## src/rtl/input_current_scheduler_pkg.sv

```systemverilog
// Shared types, limits and width helpers for the input current scheduler.
package input_current_scheduler_pkg;

  typedef enum logic [2:0] {
    ST_IDLE  = 3'd0,
    ST_FETCH = 3'd1,
    ST_DRAIN = 3'd2,
    ST_EMIT  = 3'd3,
    ST_DONE  = 3'd4
  } state_e;

  localparam logic [7:0] SAT_LIMIT = 8'hFF;

  // Ceiling log2, never below 1 so a degenerate count still yields a usable width.
  function automatic int clog2_min1(input int value);
    int r;
    r = 0;
    for (int i = 0; i < 31; i++) begin
      if ((32'sd1 << i) < value) begin
        r = i + 1;
      end
    end
    return (r < 1) ? 1 : r;
  endfunction

endpackage

```

## src/rtl/input_current_scheduler_if.sv

```systemverilog
// Spike/weight/current bus between the scheduler and its surroundings.
interface input_current_scheduler_if
  import input_current_scheduler_pkg::*;
#(
  parameter int M = 24,
  parameter int N = 8
) ();
  localparam int ADDR_W = clog2_min1(N * M);
  localparam int NID_W  = clog2_min1(N);

  logic              start;
  logic [M-1:0]      input_spikes;
  logic              weight_rd;
  logic [ADDR_W-1:0] weight_addr;
  logic [7:0]        weight_data;
  logic              current_valid;
  logic [NID_W-1:0]  current_neuron;
  logic [7:0]        current_out;
  logic              busy;
  logic              done;

  modport slave (
    input  start, input_spikes, weight_data,
    output weight_rd, weight_addr, current_valid, current_neuron, current_out, busy, done
  );

  modport master (
    output start, input_spikes, weight_data,
    input  weight_rd, weight_addr, current_valid, current_neuron, current_out, busy, done
  );
endinterface

```

## src/rtl/input_current_scheduler_sat_accumulator.sv

```systemverilog
// Clear/add-enable accumulator exposing an 8-bit saturated view of the value being written.
module sat_accumulator
  import input_current_scheduler_pkg::*;
#(
  parameter int ACC_W = 13
) (
  input  logic       clk,
  input  logic       reset,
  input  logic       i_clear,
  input  logic       i_add_en,
  input  logic [7:0] i_add_val,
  output logic [7:0] o_sat_next
);
  logic [ACC_W-1:0] r_acc;
  logic [ACC_W-1:0] w_acc_next;

  // Next accumulator value: clear wins over add.
  always_comb begin
    w_acc_next = r_acc;
    if (i_clear) begin
      w_acc_next = '0;
    end else if (i_add_en) begin
      w_acc_next = r_acc + ACC_W'(i_add_val);
    end else begin
      w_acc_next = r_acc;
    end
  end

  // Saturated view lets the caller register the final sum on the same edge it is formed.
  always_comb begin
    o_sat_next = (w_acc_next > ACC_W'(SAT_LIMIT)) ? SAT_LIMIT : w_acc_next[7:0];
  end

  // Accumulator register.
  always_ff @(posedge clk) begin
    if (reset) begin
      r_acc <= '0;
    end else begin
      r_acc <= w_acc_next;
    end
  end
endmodule

```

## src/rtl/input_current_scheduler.sv

```systemverilog
// Time-multiplexes one accumulator over N neurons x M synapses, emitting one saturated current per neuron.
module input_current_scheduler
  import input_current_scheduler_pkg::*;
#(
  parameter int M = 24,
  parameter int N = 8
) (
  input logic                      clk,
  input logic                      reset,
  input_current_scheduler_if.slave bus
);
  localparam int ADDR_W = clog2_min1(N * M);
  localparam int NID_W  = clog2_min1(N);
  localparam int S_W    = clog2_min1(M);
  localparam int ACC_W  = 8 + clog2_min1(M + 1);
  localparam logic [S_W-1:0]   S_LAST = S_W'(M - 1);
  localparam logic [NID_W-1:0] N_LAST = NID_W'(N - 1);

  state_e            r_state, w_state_nxt;
  logic [S_W-1:0]    r_syn, w_syn_nxt;
  logic [NID_W-1:0]  r_nid, w_nid_nxt;
  logic [M-1:0]      r_spikes, w_spikes_nxt;
  logic              r_rd_d;
  logic [S_W-1:0]    r_syn_d;
  logic              r_weight_rd;
  logic [ADDR_W-1:0] r_weight_addr, w_addr_nxt;
  logic              r_current_valid;
  logic [NID_W-1:0]  r_current_neuron;
  logic [7:0]        r_current_out;
  logic              r_busy, r_done;
  logic              w_acc_clear, w_acc_add;
  logic [7:0]        w_sat_next;

  // Data returning this cycle belongs to the synapse read last cycle.
  assign w_acc_add   = r_rd_d & r_spikes[r_syn_d];
  assign w_acc_clear = (r_state == ST_EMIT) || ((r_state == ST_IDLE) && bus.start);

  sat_accumulator #(.ACC_W(ACC_W)) u_acc (
    .clk        (clk),
    .reset      (reset),
    .i_clear    (w_acc_clear),
    .i_add_en   (w_acc_add),
    .i_add_val  (bus.weight_data),
    .o_sat_next (w_sat_next)
  );

  // Next-state and index logic.
  always_comb begin
    w_state_nxt  = r_state;
    w_syn_nxt    = r_syn;
    w_nid_nxt    = r_nid;
    w_spikes_nxt = r_spikes;
    case (r_state)
      ST_IDLE: begin
        if (bus.start) begin
          w_state_nxt  = ST_FETCH;
          w_syn_nxt    = '0;
          w_nid_nxt    = '0;
          w_spikes_nxt = bus.input_spikes;
        end else begin
          w_state_nxt = ST_IDLE;
        end
      end
      ST_FETCH: begin
        if (r_syn == S_LAST) begin
          w_state_nxt = ST_DRAIN;
        end else begin
          w_syn_nxt = r_syn + S_W'(1);
        end
      end
      ST_DRAIN: w_state_nxt = ST_EMIT;
      ST_EMIT: begin
        w_syn_nxt = '0;
        if (r_nid == N_LAST) begin
          w_state_nxt = ST_DONE;
        end else begin
          w_nid_nxt   = r_nid + NID_W'(1);
          w_state_nxt = ST_FETCH;
        end
      end
      ST_DONE: w_state_nxt = ST_IDLE;
      default: w_state_nxt = ST_IDLE;
    endcase
  end

  assign w_addr_nxt = (w_state_nxt == ST_FETCH)
                    ? (ADDR_W'(w_nid_nxt) * ADDR_W'(M) + ADDR_W'(w_syn_nxt))
                    : '0;

  // Outputs are decoded from the next state so they line up with the state they describe.
  always_ff @(posedge clk) begin
    if (reset) begin
      r_state          <= ST_IDLE;
      r_syn            <= '0;
      r_nid            <= '0;
      r_spikes         <= '0;
      r_rd_d           <= 1'b0;
      r_syn_d          <= '0;
      r_weight_rd      <= 1'b0;
      r_weight_addr    <= '0;
      r_current_valid  <= 1'b0;
      r_current_neuron <= '0;
      r_current_out    <= 8'h00;
      r_busy           <= 1'b0;
      r_done           <= 1'b0;
    end else begin
      r_state         <= w_state_nxt;
      r_syn           <= w_syn_nxt;
      r_nid           <= w_nid_nxt;
      r_spikes        <= w_spikes_nxt;
      r_rd_d          <= r_weight_rd;
      r_syn_d         <= r_syn;
      r_weight_rd     <= (w_state_nxt == ST_FETCH);
      r_weight_addr   <= w_addr_nxt;
      r_current_valid <= (w_state_nxt == ST_EMIT);
      if (w_state_nxt == ST_EMIT) begin
        r_current_out    <= w_sat_next;
        r_current_neuron <= w_nid_nxt;
      end else begin
        r_current_out    <= r_current_out;
        r_current_neuron <= r_current_neuron;
      end
      r_busy <= (w_state_nxt != ST_IDLE);
      r_done <= (w_state_nxt == ST_DONE);
    end
  end

  assign bus.weight_rd      = r_weight_rd;
  assign bus.weight_addr    = r_weight_addr;
  assign bus.current_valid  = r_current_valid;
  assign bus.current_neuron = r_current_neuron;
  assign bus.current_out    = r_current_out;
  assign bus.busy           = r_busy;
  assign bus.done           = r_done;
endmodule
```

## src/flat_wrapper.sv

```systemverilog
// flat-port wrapper written by rule: the top's interface ports become plain ports
module input_current_scheduler_flat import input_current_scheduler_pkg::*;
#(
  parameter int M = 24,
  parameter int N = 8
)
  (clk, reset, bus_start, bus_input_spikes, bus_weight_data, bus_weight_rd, bus_weight_addr, bus_current_valid, bus_current_neuron, bus_current_out, bus_busy, bus_done);
  input_current_scheduler_if #(.M(M), .N(N)) bus_i ();
  input logic clk;
  input logic reset;
  input wire logic [$bits(bus_i.start)-1:0] bus_start;
  input wire logic [$bits(bus_i.input_spikes)-1:0] bus_input_spikes;
  input wire logic [$bits(bus_i.weight_data)-1:0] bus_weight_data;
  output wire logic [$bits(bus_i.weight_rd)-1:0] bus_weight_rd;
  output wire logic [$bits(bus_i.weight_addr)-1:0] bus_weight_addr;
  output wire logic [$bits(bus_i.current_valid)-1:0] bus_current_valid;
  output wire logic [$bits(bus_i.current_neuron)-1:0] bus_current_neuron;
  output wire logic [$bits(bus_i.current_out)-1:0] bus_current_out;
  output wire logic [$bits(bus_i.busy)-1:0] bus_busy;
  output wire logic [$bits(bus_i.done)-1:0] bus_done;
  assign bus_i.start = bus_start;
  assign bus_i.input_spikes = bus_input_spikes;
  assign bus_i.weight_data = bus_weight_data;
  assign bus_weight_rd = bus_i.weight_rd;
  assign bus_weight_addr = bus_i.weight_addr;
  assign bus_current_valid = bus_i.current_valid;
  assign bus_current_neuron = bus_i.current_neuron;
  assign bus_current_out = bus_i.current_out;
  assign bus_busy = bus_i.busy;
  assign bus_done = bus_i.done;
  input_current_scheduler #(.M(M), .N(N)) u_core (.clk(clk), .reset(reset), .bus(bus_i));
endmodule
```

## config.mk

```make
export PLATFORM = sky130hd
export DESIGN_NAME = input_current_scheduler_flat
export DESIGN_NICKNAME = d
export VERILOG_FILES = /design/src/rtl/input_current_scheduler_pkg.sv /design/src/rtl/input_current_scheduler_if.sv /design/src/rtl/input_current_scheduler_sat_accumulator.sv /design/src/rtl/input_current_scheduler.sv /design/src/flat_wrapper.sv
export SDC_FILE = /design/constraint.sdc
export NUM_CORES = 1
export LEC_CHECK = 0
export CAP_MARGIN = 25
export CORE_ASPECT_RATIO = 1.75
export CORE_UTILIZATION = 30
export DETAILED_ROUTE_END_ITERATION = 10
export PLACE_DENSITY_LB_ADDON = 0.3
export SETUP_SLACK_MARGIN = 0.1
export SLEW_MARGIN = 20
export SYNTH_ARGS = -nofsm -noshare
export SYNTH_HDL_FRONTEND = slang
export SYNTH_SLANG_ARGS = --single-unit
```

## constraint.sdc

```tcl
create_clock -name clk -period 3.3 [get_ports clk]
set_input_delay 0.33 -clock clk [delete_from_list [all_inputs] [get_ports clk]]
set_output_delay 0.33 -clock clk [all_outputs]
set_load 0.02 [all_outputs]
```

==> summary.txt <==
Setup path
  • Startpoint types: input port
  • Critical Path Fanout Max: 8
  • CP max-delay cell: a2111oi_4
  • Req. time, crit path: 3490 ps
  • Buf+Inv Stages, Crit Path: 2
  • Largest stage delay, worst path: 520 ps
  • Crit Path Category: input port to flip-flop
  • Reg2Reg Setup Slack: 520 ps
  • Worst path top cell family by delay: compound AO/OA/AOI/OAI gates
  • Reg-to-reg endpoint: u_core.bus.current_out[3]
  • Worst r2r path cells: 7
  • CP cell instances: clkdlybuf4s50_1, ha_1, inv_1, fa_1, nor2b_1, o21ai_1, a21oi_1, or2_2, a311o_1, a2111oi_4, a311oi_1
  • CP endpoint kind: flip-flop
  • CP arrival: 2990 ps
  • Crit. Startpoint: bus_weight_data[0]
  • Reg-to-Reg Start: u_core.r_syn_d[0]

Timing
  • Worst Tran Pin Value: 884 ps
  • Final hold vios: 0
  • Final Setup Violations: 0
  • Worst setup margin: 501 ps
  • RSZ-0062 raised after global routing: no
  • Clock Skews: 6.76 ps
  • Max Freq: 357 MHz
  • Setup TNS Final: 0 ps
  • Slew Viols, Final: 0
  • WHS: 206 ps
  • Final period util: 0.848
  • Min Tclk post-route: 2800 ps
  • Slew headroom: 0.408

Synthesis
  • Sequential fraction of the synthesis area: 0.420
  • Register bit total from synthesis: 77
  • Post-Syn Area: 3670 µm²
  • Post-synth cell types: 54
  • YS warnings: 0
  • Syn Area/Cell: 8.60 µm²
  • Post-synth EDFFs: 0
  • Syn_nets: 480
  • Ys async rst share: 0
  • Gate Count Post-Synth: 427
  • Main flop type after synthesis: dfxtp_1

Pwr
  • Cell-internal power: 1.57 mW
  • Clk pwr share: 0.445
  • Sw Pwr: 0.485 mW
  • Lkg Pwr: 1.71 nW
  • Maximum VDD drop: 0.000240 V
  • Logic pwr share: 0.083
  • Pwr Density: 442 nW/µm²
  • Seq pwr share: 0.473
  • Overall power: 2.05 mW
  • Switching Fraction: 0.236

Place
  • Buffers added on ports: 57
  • Dpl hpwl: 6370 µm
  • Post-DP Area: 4370 µm²
  • Placed cells: 607
  • Dpl ws: 161 ps
  • Gpl congestion: 0.785

Global routing
  • Met3 usage: 0.0272
  • Gr usage total: 0.145
  • Gr ovfl total: 0
  • Largest net degree at the start of global routing: 62
  • Busiest layer in global routing: met2
  • Met1 Use GR: 0.159
  • Antenna violations before repair: 0
  • GR Layer Usage met2: 0.262
  • First-pass GRT wire length: 14,500 µm
  • Vias in the first global route: 3,120

Floorplan
  • Core area: 11,900 µm²
  • I/O pins: 58
  • Die footprint: 12,700 µm²
  • Die height: 148 µm
  • Die width: 85.6 µm
  • Initial Utilization: 0.308
  • Row count: 53

Clock tree
  • Root Buffer: clkbuf_16
  • Reg clk slew, reported paths: 60 ps
  • Post-CTS Hold Buffers: 0
  • Post-CTS sizing: 0
  • Inserted Clock Buffers: 9
  • Longest Clk Path Bufs: 2
  • Setup Buffers After CTS: 0
  • H-tree levels: 3
  • CTS tree: yes
  • Clk sinks: 77
  • Clk_lat worst skew: 340 ps

Detailed routing
  • Starting DRT DRC Count: 189
  • Final WL: 8650 µm
  • Initial DRT Pass Iterations: 4
  • DR WL/cell: 13.9 µm
  • Final ANT Viol Nets: 0
  • Residual DRC: 0
  • Vias: 3,090
  • DR vias/cell: 4.96

Finish
  • Layout cells sized above 1: 0.0761
  • Non-filler cells, final: 623
  • Fin nets: 534
  • Commonest non-fill, non-tap cell in the layout: dfxtp_1
  • Final design utilization: 0.389
  • Final Instance Area: 4640 µm²
  • Commonest cells after routing, fill and taps aside: 77 x dfxtp_1, 66 x nand2_1, 58 x nor2_1
  • Area Growth Syn to Fin: 26.4%
  • Antenna cells: 0

Min path
  • Hold Path Class: input port to flip-flop
  • Startpoint of the worst hold path: reset
  • Hold depth: 2
  • Hold path endpoint: u_core.r_state[0]

Run
  • Max-cap violations: 0

Run status
  • Outcome: finished, final reports clean
[worst register-to-register path: cells and delay by family (launching register included)]
| kind | cells | cell delay, ps |
|---|---|---|
| AO/OA/AOI/OAI | 3 | 1020 |
| AND/OR/NAND/NOR | 3 | 500 |
| multiplexers | 1 | 560 |
| flip-flops | 1 | 560 |
[how the worst max path moves through the flow]
stage,end,slack [ps],cells after the start
global placement,u_core.bus.current_out[2],190,11
CTS,u_core.bus.current_out[3],500,7
finish,u_core.bus.current_out[3],500,11
detailed placement,u_core.bus.current_out[2],160,11
global route,u_core.bus.current_out[2],200,11
floorplan,u_core.bus.weight_addr[6],410,14
[per-layer routing]
layer	up-vias	routed length, µm
li1	1567	-
met1	1440	3530
met2	64	4600
met3	19	304
met4	0	219
met5	-	0
[Yosys cell counts, drive strengths merged (4+ instances only)]
cell / n / area (µm²)
dfxtp: 77 / 1540
a21oi: 37 / 185
a311oi: 9 / 78.8
nor2b: 11 / 68.8
mux2i: 13 / 130
buf: 7 / 43.8
nand2: 66 / 248
ha: 15 / 188
nand3: 11 / 72.6
o21ai: 8 / 40.0
inv: 18 / 67.6
xor2: 4 / 35.0
nor2: 58 / 218
a211oi: 5 / 37.5
clkbuf: 14 / 52.6
or2: 12 / 75.1
xnor2: 9 / 78.8
[flip-flops by register name, indices dropped and copies added (netlist names)]
register and flops:
u_core.bus.weight_addr 8, u_core.bus.current_neuron 3, u_core.bus.current_out 8, u_core.r_rd_d 1
u_core.r_syn_d 5, u_core.bus.busy 1, u_core.r_state 3, u_core.bus.weight_rd 1
u_core.bus.current_valid 1, u_core.u_acc.r_acc 13, u_core.r_spikes 24, u_core.bus.done 1
u_core.r_syn 5, u_core.r_nid 3
[power by group through the flow]
stage | combinational, mW | sequential, mW | clock, mW
finish | 0.170 | 0.970 | 0.913
global route | 0.189 | 0.973 | 0.973
CTS | 0.172 | 0.970 | 0.939
detailed placement | 0.171 | 0.991 | 0
global placement | 0.169 | 0.990 | 0
floorplan | 0.101 | 0.987 | 0
[cell type report]
cell class,instances,area (µm²)
Sequential cell,77,1540
Multi-Input combinational cell,311,1970
Clock buffer,11,243
Fill cell,1208,7290
Tap cell,137,171
Inverter,18,67.6
Clock inverter,5,35.0
Timing Repair Buffer,64,618
[logic make-up (layout without fill, tap and decap cells)]
kind of cell,Yosys count,in the layout,synth area share
adders and majority gates,18,18,0.0675
AOI/OAI and AO/OA,83,83,0.155
xor gates and xnor gates,13,13,0.0310
and+or+nand+nor,181,181,0.228
muxes,16,16,0.0538
buffers and inverters,39,98,0.0446
DFF,77,77,0.420
(Power assumes the default switching activity.)
==> patch, RTL diff (same settings) <==
`N` is set to 8 in 3 places; all go to 7.
--- a/src/rtl/input_current_scheduler_if.sv
+++ b/src/rtl/input_current_scheduler_if.sv
@@ -4,5 +4,5 @@
 #(
   parameter int M = 24,
-  parameter int N = 8
+  parameter int N = 7
 ) ();
   localparam int ADDR_W = clog2_min1(N * M);
--- a/src/rtl/input_current_scheduler.sv
+++ b/src/rtl/input_current_scheduler.sv
@@ -4,5 +4,5 @@
 #(
   parameter int M = 24,
-  parameter int N = 8
+  parameter int N = 7
 ) (
   input logic                      clk,
--- a/src/flat_wrapper.sv
+++ b/src/flat_wrapper.sv
@@ -3,5 +3,5 @@
 #(
   parameter int M = 24,
-  parameter int N = 8
+  parameter int N = 7
 )
   (clk, reset, bus_start, bus_input_spikes, bus_weight_data, bus_weight_rd, bus_weight_addr, bus_current_valid, bus_current_neuron, bus_current_out, bus_busy, bus_done);
Behaviour: same outputs for any inputs over 10 cycles, from zero or initial values and one cycle with reset high; that may be too few to reach the edited logic, so the function may still have changed.
==> patch against the unedited design <==
The flow now finishes with violations (DRC); sequential cell count did not move; clock skew decreased by 0.00088 ns; worst setup slack lost 0.17 ns; design area down 1.0%; area after synthesis decreased by 3.3%; sequential share of layout area grew 0.36 points; die area shrank 3.3%; via count decreased by 4.1%; power rose by 0.47%; routed wire length is 3.2% lower; critical path depth shrank 2; combinational power grew 6%; critical path type is now reg2reg; critical endpoint is now u_core.bus.current_out[5]; largest power group unchanged.
==> patch: results (changes against the unedited design) <==
.. list-table::
   :header-rows: 1

   * - Metric
     - Value
   * - DP Worst Slack
     - 0.0102 ns (-0.151 ns)
   * - Area share of the largest cell type after synthesis
     - 43.4% (+1.5 points)
   * - Peak fanout along the critical path
     - 9 (+1)
   * - Worst hold slack after final layout
     - 0.234 ns (+0.0272 ns)
   * - Total GRT Usage
     - 14.3% (-0.23 points)
   * - Wire length on met3
     - 433 um (+42%)
   * - Worst R2R Setup Slack
     - 0.33 ns (-0.19 ns)
   * - Slew headroom
     - 50.3% (+9.5 points)
   * - Met2 Wirelength
     - 4300 um (-6.6%)
   * - Drt wl/cell
     - 13.8 um (-0.45%)
   * - Number of DRC violations after detailed-routing iteration 0
     - 133 (-30%)
   * - Number of nets in the finished design
     - 520 (-2.6%)
   * - Post-synth net total
     - 459 (-4.4%)
   * - Leakage power of the design
     - 0.00175 uW (+2.9%)
   * - First-pass DRT Iterations
     - 7 (+3)
   * - Maximum number of pins on one net before global-route repair
     - 67 (+8.1%)
   * - Violated checks
     - DRC
   * - Total via count after detailed routing
     - 2963 (-4.1%)
   * - Slowest-stage cell, CP
     - mux4_2
   * - Global-route wire length before repair
     - 13700 um (-5.5%)
   * - Total routed wire length on the met1 layer
     - 3380 um (-4.3%)
   * - Met3 usage
     - 3.52% (+0.80 points)
   * - GR Layer Usage met2
     - 24.7% (-1.6 points)
   * - Result of the run
     - finished with violations
   * - Fraction of final layout cells sized beyond drive strength 1
     - 9.98% (+2.4 points)
   * - Synth top area cells
     - dfxtp_1 43%, nand2_1 7.5%, ha_1 5.6%
   * - Number of distinct library cells after synthesis
     - 40 (-26%)
   * - Worst-case reg-to-reg path depth
     - 9 (+2)
   * - Max rail drop VDD
     - 0.283 mV (+18%)
   * - Half-perimeter wire length of the detailed placement result
     - 6140 um (-3.5%)
   * - Post-detailed-route DRC marker count
     - 12 (+12)
   * - Vias in the first global route
     - 2940 (-5.8%)
   * - Share of the synthesized area in compound gates (AO/OA/AOI/OAI)
     - 13.3% (-2.2 points)
   * - Kind of cell adding the most delay to the critical path
     - multiplexers
patch: changes by cell type in the layout (fill, tap and decap cells not counted), moves of 6 or more:
| cell | before | now |
|---|---|---|
| mux2i_1 | 13 | 3 |
| or2_1 | 8 | 0 |
| a211oi_1 | 5 | 12 |
| a311oi_1 | 9 | 2 |
| nor2_1 | 58 | 51 |
| o21ai_1 | 7 | 0 |
| nor3_1 | 2 | 8 |
| o21ai_0 | 1 | 7 |
patch: stage by stage:
stage | cells | cell area (um2)
floorplan | 405 | 3560
global placement | 590 | 4320
detailed placement | 590 | 4320
CTS | 606 | 4600
global route | 606 | 4600
finish | 606 | 4600
patch: cell type report:
type	instances	area, um2	area share, %
repair buffers	69	656	14.3
clock inverters	3	20.0	0.435
clock buffers	13	260	5.66
flip-flops and latches	77	1540	33.6
well taps	135	169	3.67
inverters	16	60.1	1.31
multi-input cells	293	1890	41.1
patch: report_power, final:
group	switching [uW]	internal [uW]	total [uW]	leakage (uW)
Clock	358	549	907	0.000132
Sequential	18.5	957	976	0.000626
Combinational	90.1	89.8	180	0.000997
patch: worst reg2reg max path, cell delays in order (launching register included):
cell      delay (ns)
dfxtp_2         0.42
mux4_2          0.52
mux4_2          0.52
a22oi_4         0.26
buf_4           0.22
a211oi_1        0.10
mux2i_1         0.20
a311oi_4        0.28
buf_4           0.20
a211oi_1        0.09
patch: how the worst max path moves through the flow:
stage,to,slack [ns]
finish,u_core.bus.current_out[5],0.33
detailed placement,u_core.bus.current_out[4],0.01
global route,u_core.bus.current_out[5],0.15
floorplan,u_core.bus.weight_addr[7],0.36
CTS,u_core.bus.current_out[5],0.19
global placement,u_core.bus.current_out[6],0.1
